<file path="src/rtl/alu_pkg.sv">
// Shared definitions for the ALU and its arbiter: function codes and the
// arbiter sequencing states.
package alu_pkg;

    localparam logic [2:0] ALU_MOV = 3'b000;
    localparam logic [2:0] ALU_ADD = 3'b001;
    localparam logic [2:0] ALU_SUB = 3'b010;
    localparam logic [2:0] ALU_AND = 3'b011;
    localparam logic [2:0] ALU_OR  = 3'b100;

    typedef enum logic [1:0] {
        IDLE  = 2'd0,
        ISSUE = 2'd1,
        WAIT  = 2'd2
    } arb_state_t;

endpackage

</file>
<file path="src/rtl/rr_arbiter.sv">
// Combinational round-robin picker: grants the first set request found
// searching upward from ptr, wrapping at NREQ.
module rr_arbiter #(
    parameter int NREQ = 4,
    parameter int IDXW = $clog2(NREQ)
) (
    input  logic [NREQ-1:0] req,
    input  logic [IDXW-1:0] ptr,
    output logic [NREQ-1:0] gnt,
    output logic [IDXW-1:0] gnt_idx
);

    // cand_idx[k] is the requester examined k-th, i.e. (ptr + k) mod NREQ.
    logic [IDXW-1:0] cand_idx [NREQ];
    logic            found;

    generate
        for (genvar gi = 0; gi < NREQ; gi++) begin : g_cand
            logic [IDXW:0] sum;
            assign sum = {1'b0, ptr} + (IDXW+1)'(gi);
            assign cand_idx[gi] = (sum >= (IDXW+1)'(NREQ)) ? IDXW'(sum - (IDXW+1)'(NREQ))
                                                           : sum[IDXW-1:0];
        end
    endgenerate

    always_comb begin
        gnt     = '0;
        gnt_idx = '0;
        found   = 1'b0;
        for (int k = 0; k < NREQ; k++) begin
            if (!found && req[cand_idx[k]]) begin
                found              = 1'b1;
                gnt[cand_idx[k]]   = 1'b1;
                gnt_idx            = cand_idx[k];
            end
        end
    end

endmodule

</file>
<file path="src/rtl/alu_arbiter.sv">
// Round-robin sharing of one ALU among NREQ requesters (IDLE -> ISSUE -> WAIT).
// Optional WAIT-state timeout is compiled in with ALU_ARB_TIMEOUT_EN.
module alu_arbiter
    import alu_pkg::*;
#(
    parameter int DWIDTH    = 16,
    parameter int NREQ      = 4
`ifdef ALU_ARB_TIMEOUT_EN
    ,
    parameter int TO_CYCLES = 8
`endif
) (
    input  logic                   clk,
    input  logic                   rst_n,
    input  logic [NREQ-1:0]        req_valid,
    output logic [NREQ-1:0]        req_ready,
    input  logic [3*NREQ-1:0]      req_func,
    input  logic [DWIDTH*NREQ-1:0] req_a,
    input  logic [DWIDTH*NREQ-1:0] req_b,
    output logic [NREQ-1:0]        rsp_valid,
    output logic [DWIDTH-1:0]      rsp_data,
    output logic                   rsp_err,
    output logic                   alu_en_in,
    output logic [2:0]             alu_func,
    output logic [DWIDTH-1:0]      alu_a,
    output logic [DWIDTH-1:0]      alu_b,
    input  logic [DWIDTH-1:0]      alu_res,
    input  logic                   alu_en_out
);

    localparam int IDXW = $clog2(NREQ);

    arb_state_t      state_reg, state_next;
    logic [IDXW-1:0] rr_ptr_reg;
    logic [IDXW-1:0] owner_reg;
    logic [NREQ-1:0] gnt;
    logic [IDXW-1:0] gnt_idx;
    logic            handshake;
    logic            timeout;
    logic            wait_done;

    logic [2:0]        func_arr [NREQ];
    logic [DWIDTH-1:0] a_arr    [NREQ];
    logic [DWIDTH-1:0] b_arr    [NREQ];

    generate
        for (genvar gi = 0; gi < NREQ; gi++) begin : g_unpack
            assign func_arr[gi] = req_func[3*gi +: 3];
            assign a_arr[gi]    = req_a[DWIDTH*gi +: DWIDTH];
            assign b_arr[gi]    = req_b[DWIDTH*gi +: DWIDTH];
        end
    endgenerate

    rr_arbiter #(
        .NREQ (NREQ),
        .IDXW (IDXW)
    ) u_rr (
        .req     (req_valid),
        .ptr     (rr_ptr_reg),
        .gnt     (gnt),
        .gnt_idx (gnt_idx)
    );

`ifdef ALU_ARB_TIMEOUT_EN
    localparam int CW = (TO_CYCLES > 2) ? $clog2(TO_CYCLES) : 1;
    logic [CW-1:0] to_cnt_reg;

    // Counts WAIT cycles; zero on the first WAIT cycle since it is held clear outside WAIT.
    always_ff @(posedge clk or negedge rst_n) begin
        if (!rst_n)
            to_cnt_reg <= '0;
        else if (state_reg != WAIT)
            to_cnt_reg <= '0;
        else
            to_cnt_reg <= to_cnt_reg + CW'(1);
    end

    assign timeout = (state_reg == WAIT) && (to_cnt_reg == CW'(TO_CYCLES - 1));

    // A result arriving together with the timeout takes precedence.
    always_ff @(posedge clk or negedge rst_n) begin
        if (!rst_n)
            rsp_err <= 1'b0;
        else if (state_reg == WAIT && wait_done)
            rsp_err <= !alu_en_out;
    end
`else
    assign timeout = 1'b0;
    assign rsp_err = 1'b0;
`endif

    assign wait_done = alu_en_out | timeout;

    always_ff @(posedge clk or negedge rst_n) begin
        if (!rst_n)
            state_reg <= IDLE;
        else
            state_reg <= state_next;
    end

    always_comb begin
        state_next = state_reg;
        req_ready  = '0;
        handshake  = 1'b0;
        case (state_reg)
            IDLE: begin
                req_ready = gnt;
                handshake = |gnt;
                if (handshake)
                    state_next = ISSUE;
            end
            ISSUE:   state_next = WAIT;
            WAIT:    if (wait_done) state_next = IDLE;
            default: state_next = IDLE;
        endcase
    end

    always_ff @(posedge clk or negedge rst_n) begin
        if (!rst_n) begin
            rr_ptr_reg <= '0;
            owner_reg  <= '0;
            alu_en_in  <= 1'b0;
            alu_func   <= '0;
            alu_a      <= '0;
            alu_b      <= '0;
            rsp_valid  <= '0;
            rsp_data   <= '0;
        end else begin
            rsp_valid <= '0;
            case (state_reg)
                IDLE: begin
                    if (handshake) begin
                        alu_func   <= func_arr[gnt_idx];
                        alu_a      <= a_arr[gnt_idx];
                        alu_b      <= b_arr[gnt_idx];
                        alu_en_in  <= 1'b1;
                        owner_reg  <= gnt_idx;
                        rr_ptr_reg <= (gnt_idx == IDXW'(NREQ - 1)) ? '0 : gnt_idx + IDXW'(1);
                    end
                end
                ISSUE: alu_en_in <= 1'b0;
                WAIT: begin
                    if (wait_done) begin
                        rsp_valid <= NREQ'(1) << owner_reg;
                        rsp_data  <= alu_en_out ? alu_res : '0;
                    end
                end
                default: ;
            endcase
        end
    end

endmodule
</file>
<file path="config.mk">
export PLATFORM = sky130hd
export DESIGN_NAME = alu_arbiter
export DESIGN_NICKNAME = d
export VERILOG_FILES = /design/src/rtl/alu_pkg.sv /design/src/rtl/rr_arbiter.sv /design/src/rtl/alu_arbiter.sv
export SDC_FILE = /design/constraint.sdc
export NUM_CORES = 1
export LEC_CHECK = 0
export ABC_AREA = 1
export CAP_MARGIN = 30
export CORE_ASPECT_RATIO = 0.7
export CORE_MARGIN = 5
export CORE_UTILIZATION = 24
export DETAILED_ROUTE_END_ITERATION = 7
export GPL_TIMING_DRIVEN = 0
export PLACE_DENSITY = 0.53
export SLEW_MARGIN = 20
export SYNTH_ARGS = -nofsm -noshare
export SYNTH_HDL_FRONTEND = slang
export SYNTH_HIERARCHICAL = 1
export SYNTH_SLANG_ARGS = --single-unit
</file>
<file path="constraint.sdc">
create_clock -name clk -period 3.1 [get_ports clk]
set_clock_uncertainty 0.15 [all_clocks]
set_input_delay 0.62 -clock clk [delete_from_list [all_inputs] [get_ports clk]]
set_output_delay 0.62 -clock clk [all_outputs]
set_load 0.02 [all_outputs]
</file>
==> reports/metrics.yaml <==
outcome: "completed"
yosysUniqueCellTypes: 29
start_util_pct: 24.4
die_area_sq_mm: 0.0222
numCtsBuffers: 9
std_cell_rows: 42
seq_area_sq_mm: 0.00155
max-cap-violations: 0
area_growth_pct: 62.2
crit_arrival_ns: 2.22
worstPathMaxFanout: 9
cp.depth: 11
yosysWarnings: 6
p_total_uw: 9400
placed_area_sq_mm: 0.00721
critPathLaunchType: "input port"
yosys_register_bits: 62
clk_latency_ns: 0.32
syn_nets: 930
antenna_found_initial: 0
crit_slowest_cell: "clkdlybuf4s50_1"
nNetsFinal: 1166
synth_area_per_cell_sq_um: 6.09
post_drt_via_cell_ratio: 4.09
drt_wl_total_um: 17500
fin_util_pct: 39.7
hpwl_um: 14100
clockBufferDepth: 2
drt_iter0_markers: 335
cp-end-kind: "output port"
hold_viol_final: 0
route.vias.total: 5181
finalSetupViolCount: 0
ir_drop_mv: 0.373
critPathBufInv: 4
clock.fmax_ghz: 0.335
worstHoldPathType: "input port to async pin"
cp-endpoint: "req_ready[1]"
stdcell_area_sq_mm: 0.00752
root_buffer: "clkbuf_16"
grt_util_all_layers_pct: 15.5
finalWeightedCongestion: 0.916
ff2ff_path_depth: 17
grt_pass1_vias: 5061
ant_nets: 0
ys_seq_area_share_pct: 33.5
multi_input_area_sq_mm: 0.00220
drv_slew: 0
ios: 224
leakage_uw: 0.00412
p_per_area_mw_per_mm2: 1250
wl_per_cell_um: 13.8
crit_start: "req_valid[3]"
cts_sinks: 62
path_clk_slew_ns: 0.06
die_h_um: 126
fin_crit_ns: 2.99
finalCritPeriodShare_pct: 96.3
grt_first_pass_wirelength_um: 27600
netlist_area_sq_mm: 0.00464
slowest_delay_ns: 0.44
r2r_setup_slack_ns: 0.38
reg2reg_from: "rr_ptr_reg[0]$_DFFE_PN0P_"
most-common-layout-cells: "nand2_1, clkdlybuf4s50_1, inv_1"
core-area_sq_mm: 0.0190
crit_type: "input port to output port"
layout_commonest_cell: "nand2_1"
die_width_um: 176
n_fill_cell: 2067
grt_max_degree: 34
r2r_end: "alu_a[10]$_DFFE_PN0P_"
io_buffers: 222
critPathTopFamily: "simple AND/OR/NAND/NOR gates"
drc_errors: 0
synth_cells: 761
crit_chain: "clkdlybuf4s50_1 -> inv_1 -> nand2_1 -> nand3_4 -> nand2_8 -> nor2_8 -> nand3_1 -> nand3_1 -> inv_1 -> nor2_1 -> buf_2"
reg_top3: "alu_a x16, alu_b x16, rsp_data x16"
required_ns: 2.33
rsz0062_at_grt: "false"
final_layout_size_suffix_gt1_share_pct: 8.98
htreeDepth: 3
dr.pass1.iters: 5
tns_ns: 0
diodes: 0
cts_tree: "done"
grt-ovfl-total: 0
report_power, final:
| group | total [uW] | switching [uW] | leakage [uW] | internal, uW |
|---|---|---|---|---|
| clock network | 1020 | 392 | 0.000142 | 625 |
| logic | 6940 | 4330 | 0.00321 | 2610 |
| registers | 1450 | 217 | 0.000773 | 1230 |
per-stage QoR:
stage | setup WS (ns) | cells | hold slack (ns)
after floorplan | 0.421 | 761 | 0.174
after global placement | -0.984 | 1247 | 0.313
after detailed placement | -0.314 | 1248 | 0.319
after CTS | 0.0598 | 1266 | 0.0881
after global routing | 0.00479 | 1266 | 0.116
final | 0.114 | 1266 | 0.0790
repair_timing:
item                                    CTS  global route
endpoints found under the setup margin    4             4
setup buffers                             2             0
resized for setup                        19             4
hold buffers                              0             0
how the worst min path moves through the flow:
| stage | from | endpoint | slack [ns] | depth (start not counted) |
|---|---|---|---|---|
| after floorplan | rst_n | alu_a[0]$_DFFE_PN0P_ | 0.17 | 0 |
| after CTS | rst_n | rsp_data[1]$_DFFE_PN0P_ | 0.09 | 1 |
| after global routing | rst_n | rsp_data[1]$_DFFE_PN0P_ | 0.12 | 1 |
| after global placement | alu_b[4]$_DFFE_PN0P_ | alu_b[4]$_DFFE_PN0P_ | 0.31 | 2 |
| final | rst_n | rsp_data[1]$_DFFE_PN0P_ | 0.08 | 1 |
| after detailed placement | alu_b[2]$_DFFE_PN0P_ | alu_b[2]$_DFFE_PN0P_ | 0.32 | 2 |
area by class of cell:
type                    count  area share (%)
clock buffers               9            2.99
inverters                 177            9.12
well taps                 264            4.39
flip-flops and latches     62            20.7
repair buffers            225            29.7
multi-input cells         487            29.3
clock inverters             7           0.965
plain buffers              35            2.88
cell usage after synthesis:
| library cell | number | share of area [%] |
|---|---|---|
| buf_2 | 25 | 2.7 |
| ha_1 | 6 | 1.6 |
| conb_1 | 1 | 0.081 |
| nor2_2 | 3 | 0.40 |
| nand3_2 | 2 | 0.43 |
| a21oi_4 | 1 | 0.35 |
| nor2_8 | 1 | 0.43 |
| buf_6 | 5 | 1.2 |
| o21ai_0 | 11 | 1.2 |
| nand3_4 | 1 | 0.38 |
| o21ai_1 | 8 | 0.86 |
| nand2_4 | 3 | 0.73 |
| clkbuf_2 | 1 | 0.11 |
| nand3_1 | 93 | 10 |
| nor2_1 | 11 | 0.89 |
| nand2_2 | 6 | 0.81 |
| inv_6 | 1 | 0.19 |
| nor3_1 | 4 | 0.43 |
| a21oi_1 | 5 | 0.54 |
| o21bai_1 | 1 | 0.16 |
| nand2_1 | 324 | 26 |
| dfrtp_1 | 62 | 33 |
| bufinv_8 | 1 | 0.38 |
| nand2_8 | 2 | 0.86 |
| buf_4 | 4 | 0.65 |
| clkinv_2 | 2 | 0.22 |
| a21boi_0 | 4 | 0.65 |
| inv_2 | 3 | 0.24 |
| inv_1 | 170 | 14 |
layer usage:
metal  wire, um  global-route usage (%)  vias to the layer above
li1           -                       -                     2699
met1       8260                    21.9                     2255
met2       7070                    22.7                      209
met3       1860                    6.04                       18
met4        267                    3.25                        0
met5          0                       0                        -
kinds of logic after synthesis:
| kind of cell | synth area share [%] |
|---|---|
| flip-flops | 33.5 |
| buffers and inverters | 19.5 |
| other | 0.0809 |
| AND/OR/NAND/NOR | 41.6 |
| adder cells (fa/ha/maj) | 1.62 |
| AO/OA/AOI/OAI | 3.75 |
Note: power is estimated with default switching activity, not from simulation.
